$ cat src/rtl/mult_pkg.sv
// Shared definitions for the Booth multiplier family: FSM states and the
// radix-4 digit recoding used by every radix-4 partial-product generator.
package mult_pkg;

    typedef enum logic [1:0] {
        IDLE = 2'd0,
        CALC = 2'd1,
        DONE = 2'd2
    } mult_state_e;

    // Digit window is {q[2i+1], q[2i], q[2i-1]}
    localparam logic [2:0] BD_ZERO_LO = 3'b000;
    localparam logic [2:0] BD_P1_A    = 3'b001;
    localparam logic [2:0] BD_P1_B    = 3'b010;
    localparam logic [2:0] BD_P2      = 3'b011;
    localparam logic [2:0] BD_M2      = 3'b100;
    localparam logic [2:0] BD_M1_A    = 3'b101;
    localparam logic [2:0] BD_M1_B    = 3'b110;
    localparam logic [2:0] BD_ZERO_HI = 3'b111;

    typedef struct packed {
        logic neg;
        logic two;
        logic zero;
    } booth_sel_t;

    function automatic booth_sel_t booth_r4_digit(input logic [2:0] digit);
        booth_sel_t sel;
        sel.neg  = 1'b0;
        sel.two  = 1'b0;
        sel.zero = 1'b1;
        case (digit)
            BD_ZERO_LO, BD_ZERO_HI: begin
                sel.neg  = 1'b0;
                sel.two  = 1'b0;
                sel.zero = 1'b1;
            end
            BD_P1_A, BD_P1_B: begin
                sel.neg  = 1'b0;
                sel.two  = 1'b0;
                sel.zero = 1'b0;
            end
            BD_P2: begin
                sel.neg  = 1'b0;
                sel.two  = 1'b1;
                sel.zero = 1'b0;
            end
            BD_M2: begin
                sel.neg  = 1'b1;
                sel.two  = 1'b1;
                sel.zero = 1'b0;
            end
            BD_M1_A, BD_M1_B: begin
                sel.neg  = 1'b1;
                sel.two  = 1'b0;
                sel.zero = 1'b0;
            end
            default: begin
                sel.neg  = 1'b0;
                sel.two  = 1'b0;
                sel.zero = 1'b1;
            end
        endcase
        return sel;
    endfunction

endpackage

$ cat src/rtl/booth_r4_pp_gen.sv
// Combinational radix-4 Booth partial-product generator: maps the extended
// multiplicand and one recoded digit to the W-bit term {0, +-M, +-2M}.
module booth_r4_pp_gen
    import mult_pkg::*;
#(
    parameter int W = 34
) (
    input  logic [W-1:0] i_mx,
    input  logic [2:0]   i_digit,
    output logic [W-1:0] o_term
);

    booth_sel_t     w_sel;
    logic [W-1:0]   w_mag;

    // Select magnitude, then negate in two's complement when the digit is negative
    always_comb begin
        w_sel = booth_r4_digit(i_digit);
        w_mag = {W{1'b0}};
        if (w_sel.zero) begin
            w_mag = {W{1'b0}};
        end else if (w_sel.two) begin
            w_mag = {i_mx[W-2:0], 1'b0};
        end else begin
            w_mag = i_mx;
        end
        if (w_sel.neg) begin
            o_term = ~w_mag + {{(W-1){1'b0}}, 1'b1};
        end else begin
            o_term = w_mag;
        end
    end

endmodule

$ cat src/rtl/booth_radix4_seq_mult.sv
// Sequential radix-4 Booth multiplier: one digit per cycle, optional early exit
// once all remaining digits are zero, start/busy/done handshake.
module booth_radix4_seq_mult
    import mult_pkg::*;
#(
    parameter int N          = 32,
    parameter int EARLY_TERM = 1,
    parameter int CNT_W      = 16
) (
    input  logic               clk,
    input  logic               reset,
    input  logic               i_start,
    input  logic               i_signed_mode,
    input  logic [N-1:0]       i_multiplicand,
    input  logic [N-1:0]       i_multiplier,
    output logic               o_busy,
    output logic               o_done,
    output logic [2*N-1:0]     o_product,
    output logic [CNT_W-1:0]   o_cycle_count
);

    localparam int W      = N + 2;
    localparam int DIGITS = N / 2 + 1;
    localparam int CW     = $clog2(DIGITS + 1);
    localparam int SW     = CW + 1;

    mult_state_e        r_state;
    mult_state_e        w_state_next;

    logic [W-1:0]       r_mx;
    logic [W-1:0]       r_a;
    logic [W-1:0]       r_qx;
    logic               r_qm1;
    logic [CW-1:0]      r_cnt;
    logic [CNT_W-1:0]   r_iter;
    logic               r_busy;
    logic               r_done;
    logic [2*N-1:0]     r_product;
    logic [CNT_W-1:0]   r_cycle_count;

    logic [W-1:0]       w_mx_ext;
    logic [W-1:0]       w_qx_ext;
    logic [W-1:0]       w_term;
    logic [W-1:0]       w_a_sum;
    logic [2*W:0]       w_step;
    logic [SW-1:0]      w_shamt;
    logic [W-1:0]       w_mask;
    logic               w_rem_zero;
    logic               w_rem_ones;
    logic               w_early;
    logic [2*W-1:0]     w_early_shift;
    logic               w_last;
    logic               w_finish;
    logic               w_load;
    logic [CNT_W-1:0]   w_iter_inc;

    assign w_mx_ext = i_signed_mode ? {{2{i_multiplicand[N-1]}}, i_multiplicand}
                                    : {2'b00, i_multiplicand};
    assign w_qx_ext = i_signed_mode ? {{2{i_multiplier[N-1]}}, i_multiplier}
                                    : {2'b00, i_multiplier};

    booth_r4_pp_gen #(
        .W (W)
    ) u_pp_gen (
        .i_mx    (r_mx),
        .i_digit ({r_qx[1:0], r_qm1}),
        .o_term  (w_term)
    );

    assign w_a_sum = r_a + w_term;
    assign w_step  = $signed({w_a_sum, r_qx, r_qm1}) >>> 2'd2;

    // Remaining digits are all zero when the unconsumed multiplier bits plus qm1 are uniform
    assign w_shamt = {r_cnt, 1'b0};
    always_comb begin
        w_mask = {W{1'b0}};
        for (int i = 0; i < W; i++) begin
            w_mask[i] = (i < int'(w_shamt));
        end
    end

    assign w_rem_zero    = ((r_qx & w_mask) == {W{1'b0}}) && !r_qm1;
    assign w_rem_ones    = ((r_qx & w_mask) == w_mask) && r_qm1;
    assign w_early       = (EARLY_TERM != 0) && (w_rem_zero || w_rem_ones);
    assign w_early_shift = $signed({r_a, r_qx}) >>> w_shamt;
    assign w_last        = (r_cnt == CW'(1));
    assign w_finish      = (r_state == CALC) && (w_early || w_last);
    assign w_load        = i_start && (r_state != CALC);
    assign w_iter_inc    = (r_iter == {CNT_W{1'b1}}) ? r_iter : r_iter + CNT_W'(1);

    // Next-state decode
    always_comb begin
        w_state_next = r_state;
        case (r_state)
            IDLE: begin
                if (i_start) begin
                    w_state_next = CALC;
                end else begin
                    w_state_next = IDLE;
                end
            end
            CALC: begin
                if (w_early || w_last) begin
                    w_state_next = DONE;
                end else begin
                    w_state_next = CALC;
                end
            end
            DONE: begin
                if (i_start) begin
                    w_state_next = CALC;
                end else begin
                    w_state_next = IDLE;
                end
            end
            default: begin
                w_state_next = IDLE;
            end
        endcase
    end

    // State register
    always_ff @(posedge clk) begin
        if (reset) begin
            r_state <= IDLE;
        end else begin
            r_state <= w_state_next;
        end
    end

    // Operand load, per-digit accumulate/shift and the early-exit barrel shift
    always_ff @(posedge clk) begin
        if (reset) begin
            r_mx   <= {W{1'b0}};
            r_a    <= {W{1'b0}};
            r_qx   <= {W{1'b0}};
            r_qm1  <= 1'b0;
            r_cnt  <= {CW{1'b0}};
            r_iter <= {CNT_W{1'b0}};
        end else if (w_load) begin
            r_mx   <= w_mx_ext;
            r_a    <= {W{1'b0}};
            r_qx   <= w_qx_ext;
            r_qm1  <= 1'b0;
            r_cnt  <= CW'(DIGITS);
            r_iter <= {CNT_W{1'b0}};
        end else if (r_state == CALC) begin
            r_iter <= w_iter_inc;
            if (w_early) begin
                {r_a, r_qx} <= w_early_shift;
                r_qm1       <= 1'b0;
                r_cnt       <= {CW{1'b0}};
            end else begin
                r_a   <= w_step[2*W:W+1];
                r_qx  <= w_step[W:1];
                r_qm1 <= w_step[0];
                r_cnt <= r_cnt - CW'(1);
            end
        end
    end

    // Registered handshake and result outputs
    always_ff @(posedge clk) begin
        if (reset) begin
            r_busy        <= 1'b0;
            r_done        <= 1'b0;
            r_product     <= {(2*N){1'b0}};
            r_cycle_count <= {CNT_W{1'b0}};
        end else begin
            r_busy <= (w_state_next == CALC);
            r_done <= (w_state_next == DONE);
            if (w_finish) begin
                r_product     <= w_early ? w_early_shift[2*N-1:0] : w_step[2*N:1];
                r_cycle_count <= w_iter_inc;
            end
        end
    end

    assign o_busy        = r_busy;
    assign o_done        = r_done;
    assign o_product     = r_product;
    assign o_cycle_count = r_cycle_count;

endmodule

$ cat config.mk
export PLATFORM = sky130hd
export DESIGN_NAME = booth_radix4_seq_mult
export DESIGN_NICKNAME = d
export VERILOG_FILES = /design/src/rtl/mult_pkg.sv /design/src/rtl/booth_r4_pp_gen.sv /design/src/rtl/booth_radix4_seq_mult.sv
export SDC_FILE = /design/constraint.sdc
export NUM_CORES = 1
export LEC_CHECK = 0
export BUFFER_PORTS_ARGS = -buffer_cell sky130_fd_sc_hd__buf_2
export CORE_MARGIN = 1.5
export CORE_UTILIZATION = 35
export CTS_CLUSTER_SIZE = 25
export DETAILED_ROUTE_END_ITERATION = 10
export SYNTH_ARGS = -nofsm -noshare
export SYNTH_HDL_FRONTEND = slang
export SYNTH_HIERARCHICAL = 1
export SYNTH_SLANG_ARGS = --single-unit
$ cat constraint.sdc
create_clock -name clk -period 10.01 [get_ports clk]
set_input_delay 0.5005 -clock clk [delete_from_list [all_inputs] [get_ports clk]]
set_output_delay 0.5005 -clock clk [all_outputs]
set_load 0.01 [all_outputs]
After elaboration in Yosys (flattened, before gate mapping) --
Memory sizes are Yosys's and may differ from the RTL's. Index checks and enable logic that the tools add are counted.
Word-level totals: memory bits (read-only) 24, memories kept 1, output and inout bits 82, flip-flop bits (word level) 208, input port bits 68
Memory list:
- (name not given) | words 8, bits a word 3, rd ports 1, clocked after Yosys merged registers in 0, write ports 0, line mult_pkg.sv:32 | case (digit)
Operators by class: add/subtract/negate cells 4, eq/ne operators 8, multiplexer cells 18, shifts and indexed selects 1, reduce and logical (&&, ||, !) cells 12, bitwise gates (word level) 2, order comparisons 34
Operator list (count):
- $mux 34 | 9
- $lt 5x6->1 const A | 16
- $sshr 68x6->68 | 1
- $mux 64 | 1
- $lt 4x6->1 const A | 8
- $add 34x1->34 const B | 1
- $add 34x34->34 | 1
- $and 34x34->34 | 1
- $eq 34x34->1 | 1
- $logic_not 34->1 | 1
- $not 34->34 | 1
- $lt 3x6->1 const A | 4
- $add 16x1->16 const B | 1
- $eq 16x16->1 const B | 1
- $mux 16 | 1
- $mux 5 | 3
- $lt 1x6->1 const A | 2
- $lt 2x6->1 const A | 2
- $lt 6x6->1 const A | 2
- $eq 5x1->1 const B | 1
- $sub 5x1->5 const B | 1
- $eq 2x1->1 const B | 2
- $eq 2x2->1 const B | 2
- $logic_and 1x1->1 | 4
- other kinds (9) | 12

Longest topological paths before layout --
An unclocked memory read counts as a cell.
depth after elaboration 10, gate-level depth with buffers 27, gate-level depth less buffers 22

By module --
Netlist, hierarchy kept.
Modules (own cells, without submodules):
- booth_radix4_seq_mult | area each 14268.7 µm², times used 1, cells each 1779, sequential area each 4144.0 µm²
- booth_r4_pp_gen | area each 2125.8 µm², times used 1, cells each 338, sequential area each 0.0 µm²

Least setup slack after synthesis --
OpenSTA, ideal clock, no wires.
kind reg2reg, start register r_qx[1], end register r_a[31], data arrival time 4.922 ns, library setup time 0.064 ns, data required time 9.946 ns, stages on the path, launching flop included 25, path buffers 3, setup slack 5.023 ns, cells stage by stage dfxtp_1 -> clkbuf_1 -> nor3b_2 -> nor2_1 -> clkbuf_1 -> nand2_1 -> nand2_1 -> nand2_1 -> ha_1 -> inv_1 -> nor3_1 -> nand4_4 -> or2_1 -> o31ai_1 -> xnor2_1 -> ha_1 -> clkbuf_1 -> and3_1 -> nand4_1 -> a2111oi_0 -> a211oi_1 -> xnor2_1 -> nor4b_1 -> a311o_1 -> nor2_1
On the way: longest elaborated chain between the ends 8, elaborated cells on any way between the ends 15
RTL lines:
- start: declaration | line booth_radix4_seq_mult.sv:32 | logic [W-1:0] r_qx;
- start signal: assignment | line booth_radix4_seq_mult.sv:136 | r_qx <= {W{1'b0}};
- start signal: assignment | line booth_radix4_seq_mult.sv:143 | r_qx <= w_qx_ext;
- start signal: assignment | line booth_radix4_seq_mult.sv:150 | {r_a, r_qx} <= w_early_shift;
- $mem_v2 8x3 (*)
- $mux 34 | line booth_r4_pp_gen.sv:22 | end else if (w_sel.two) begin
- $mux 34 | line booth_r4_pp_gen.sv:20 | if (w_sel.zero) begin
- $not 34->34 | line booth_r4_pp_gen.sv:28 | o_term = ~w_mag + {{(W-1){1'b0}}, 1'b1};
- $add 34x1->34 | line booth_r4_pp_gen.sv:28
- $mux 34 (*) | line booth_r4_pp_gen.sv:27 | if (w_sel.neg) begin
- named net w_term[26] | line booth_radix4_seq_mult.sv:43 | logic [W-1:0] w_term;
- $add 34x34->34 (*) | line booth_radix4_seq_mult.sv:70 | assign w_a_sum = r_a + w_term;
- $mux 34 (*) | line booth_radix4_seq_mult.sv:149 | if (w_early) begin
- end signal: assignment | line booth_radix4_seq_mult.sv:142 | r_a <= {W{1'b0}};
- end signal: assignment | line booth_radix4_seq_mult.sv:150
- end signal: assignment | line booth_radix4_seq_mult.sv:154 | r_a <= w_step[2*W:W+1];
- end: declaration | line booth_radix4_seq_mult.sv:31 | logic [W-1:0] r_a;
The timed path passes the listed nets; every way through them passes the cells marked *. A chain may end at the register's enable or synchronous reset.

Final worst setup path --
start register r_qm1, end register r_product[62] (netlist: o_product[62])
On the way: longest elaborated chain between the ends 8, elaborated cells on any way between the ends 14
RTL lines:
- start: declaration | line booth_radix4_seq_mult.sv:33 | logic r_qm1;
- start signal: assignment | line booth_radix4_seq_mult.sv:156 | r_qm1 <= w_step[0];
- $mem_v2 8x3 (*)
- $mux 34 | line booth_r4_pp_gen.sv:22
- $mux 34 | line booth_r4_pp_gen.sv:20
- $not 34->34 | line booth_r4_pp_gen.sv:28
- $add 34x1->34 | line booth_r4_pp_gen.sv:28
- $mux 34 (*) | line booth_r4_pp_gen.sv:27
- named net w_term[15] | line booth_radix4_seq_mult.sv:43
- $add 34x34->34 (*) | line booth_radix4_seq_mult.sv:70
- $mux 64 (*) | line booth_radix4_seq_mult.sv:173 | r_product <= w_early ? w_early_shift[2*N-1:0] : w_step[2*N:1];
- end signal: assignment | line booth_radix4_seq_mult.sv:167 | r_product <= {(2*N){1'b0}};
- end signal: assignment | line booth_radix4_seq_mult.sv:173
- end: declaration | line booth_radix4_seq_mult.sv:38 | logic [2*N-1:0] r_product;
Marks and branches as above.

==> flow_summary.toml <==
[floorplan]
dieHeight_um = 219
coreArea_sq_mm = 0.0464
die_w_um = 219
dieArea_sq_mm = 0.0481
io_pins = 150
start_util_pct = 35.4
rows = 79

[run]
cap_violations = 0

[routing]
dr.pass1.iters = 6
routed_wl_um = 58700
dr_total_vias = 16300
antenna_left = 0
drtIter0Drc = 1481
drt_drc_violations_left = 0
routedWlPerCell_um = 21.3
vias_per_cell = 5.91

[place]
pre_cts_ws_ns = 4.17
portBuffers = 149
dp_cells = 2716
gp_congestion = 0.936
hpwl_um = 42800

[pwr]
ir_worst_vdd_mv = 0.124
p_per_area_mw_per_mm2 = 189
p_leak_uw = 0.00684

[sta]
period_needed_ns = 5.98
finalSetupViolCount = 0
tightest_slew_ns = 1.34
slew_headroom_pct = 10.4
worst_slack_ns = 4.03
hold_violations = 0
finClkSkew_ns = 0.0263
rsz0062_at_grt = "no"
tns_ns = 0
fmaxAchievable_ghz = 0.167
slew_violations = 0
post-route-period-util_pct = 59.8

[worst_setup_path]
end_kind = "flip-flop"
crit_path_start_kind = "flip-flop"
worstPathArrival_ns = 6.46
crit_type = "flip-flop to flip-flop"
crit_required_ns = 10.49
critPathMaxFanout = 34

[clocking]
post-cts-setup-buffer-count = 0
cts_inserted_buffers = 25
cts_root_buffer = "clkbuf_16"
clk_pin_slew_worst_paths_ns = 0.06
htree_levels = 1
clockBufferDepth = 3
cts_resized = 0
cts.hold.buffers_added = 0
clock_latency_ns = 0.58
cts_tree = "done"
cts.sink_count = 207

[status]
status = "finished, final reports clean"

[grt]
grt_pass1_vias = 14900
grt-ovfl-total = 0
grt_pass1_wl_um = 90100
grt_max_degree = 96
antenna_found_initial = 0
grt_use_total_pct = 23.8

[layout]
area_delta_synth_final_pct = 10.4
diodes = 0
fillers = 4820
layout.nets = 2242
drive_above_1_share_pct = 16.0
fin_cells = 2759

[synthesis]
ys_ff_latch = 207
ys_seq_area_share_pct = 25.3
async_reset_ff_share_pct = 0
syn_inst = 2117
yosys-top-cells-count = "347 x nand2_1, 214 x a21oi_1, 207 x dfxtp_1, 187 x nor2_1, 133 x o21ai_0"
synth_most_common_cell = "nand2_1"
synth-edff-count = 0
synth_top_area_cell = "dfxtp_1"
synth.area.top_cells = "dfxtp_1 25%, mux4_2 8.8%, nand2_1 7.9%"
ys_warn_count = 6
ys_types = 89
synth_top_area_share_pct = 25.3
synth_fp_nets = 2223
synth_flop_cell = "dfxtp_1"
synth_area_sq_mm = 0.0164
avgSynthCellArea_sq_um = 7.74

[worst_hold_path]
hold_path.class = "primary input to flip-flop"
flip-flops by register name (all words and copies together) (netlist names):
register	cells
r_state	2
r_mx	33
o_busy	1
r_iter	16
r_qm1	1
r_a	34
o_product	64
r_qx	34
r_cnt	5
o_done	1
o_cycle_count	16
cells in the final DEF, fill, tap and decap left out, types with 25 or more instances in the layout:
master,Yosys,layout
a211oi_1,95,95
a21oi_1,214,214
buf_2,29,148
clkbuf_16,0,25
dfxtp_1,207,203
ha_1,37,37
inv_1,29,28
mux2_2,33,33
mux2i_1,66,66
mux4_2,64,64
nand2_1,347,347
nand3_1,32,32
nor2_1,187,187
nor2b_1,35,34
nor3_1,30,30
o21ai_0,133,133
xnor2_1,56,55
xor2_1,39,39
routing by layer:
layer	GRT usage (%)	wire length, um
met5	0	0
met4	7.28	1740
met3	3.34	4200
met2	37.1	26000
met1	33.8	26800
critical path: stages (launching register included):
cell and delay, ns:
dfxtp_1 0.42, buf_4 0.40, nor3_1 0.13, a21oi_1 1.04
o41ai_4 0.42, nand4_1 0.36, nand2_1 0.11, xnor2_1 0.21
o21ai_1 0.13, ha_1 0.44, nand4_1 0.19, o41ai_1 0.98
a211oi_1 0.28, o21ai_0 0.29, xnor2_1 0.11, o21a_1 0.19
a211oi_1 0.18
through the flow:
stage	instance area (sq um)	total power, uW	utilization, %	hold WS [ns]
5_1_grt	18100	3620	39.0	0.164
3_5_place_dp	17300	2510	37.3	0.445
4_1_cts	18100	3430	39.0	0.145
2_1_floorplan	16400	2090	-	0.435
3_3_place_gp	17300	2500	37.3	0.443
6_report	18100	3430	39.0	0.167
where the power goes:
| group | total [uW] | internal (uW) | switching (uW) |
|---|---|---|---|
| combinational | 1470 | 538 | 936 |
| sequential | 1050 | 906 | 141 |
| clock | 905 | 517 | 388 |
| total | 3430 | 1960 | 1470 |
logic make-up after synthesis:
logic type / Yosys count / share of synthesized area, %
and+or+nand+nor: 745 / 20.3
AOI/OAI and AO/OA: 655 / 25.4
buffers and inverters: 211 / 5.68
DFF: 207 / 25.3
muxes: 165 / 15.2
xor gates and xnor gates: 95 / 5.08
adders and majority gates: 39 / 3.01
layout make-up:
| type | count | area, sq um | area share (%) |
|---|---|---|---|
| clock buffers | 34 | 699 | 3.86 |
| inverters | 31 | 116 | 0.643 |
| multi-input cells | 1699 | 11400 | 62.7 |
| well taps | 607 | 759 | 4.20 |
| clock inverters | 9 | 97.6 | 0.539 |
| repair buffers | 172 | 921 | 5.09 |
| flip-flops and latches | 207 | 4150 | 22.9 |
path summary, 6_finish.rpt:
check	cells after the start	slack, ns	startpoint	end
max	16	4.03	r_qm1	o_product[62]
min	3	0.17	i_multiplicand[24]	r_mx[24]
max reg2reg	16	4.03	r_qm1	o_product[62]
min reg2reg	2	0.45	o_cycle_count[0]	o_cycle_count[0]
Power figures use the tool's default switching activity.
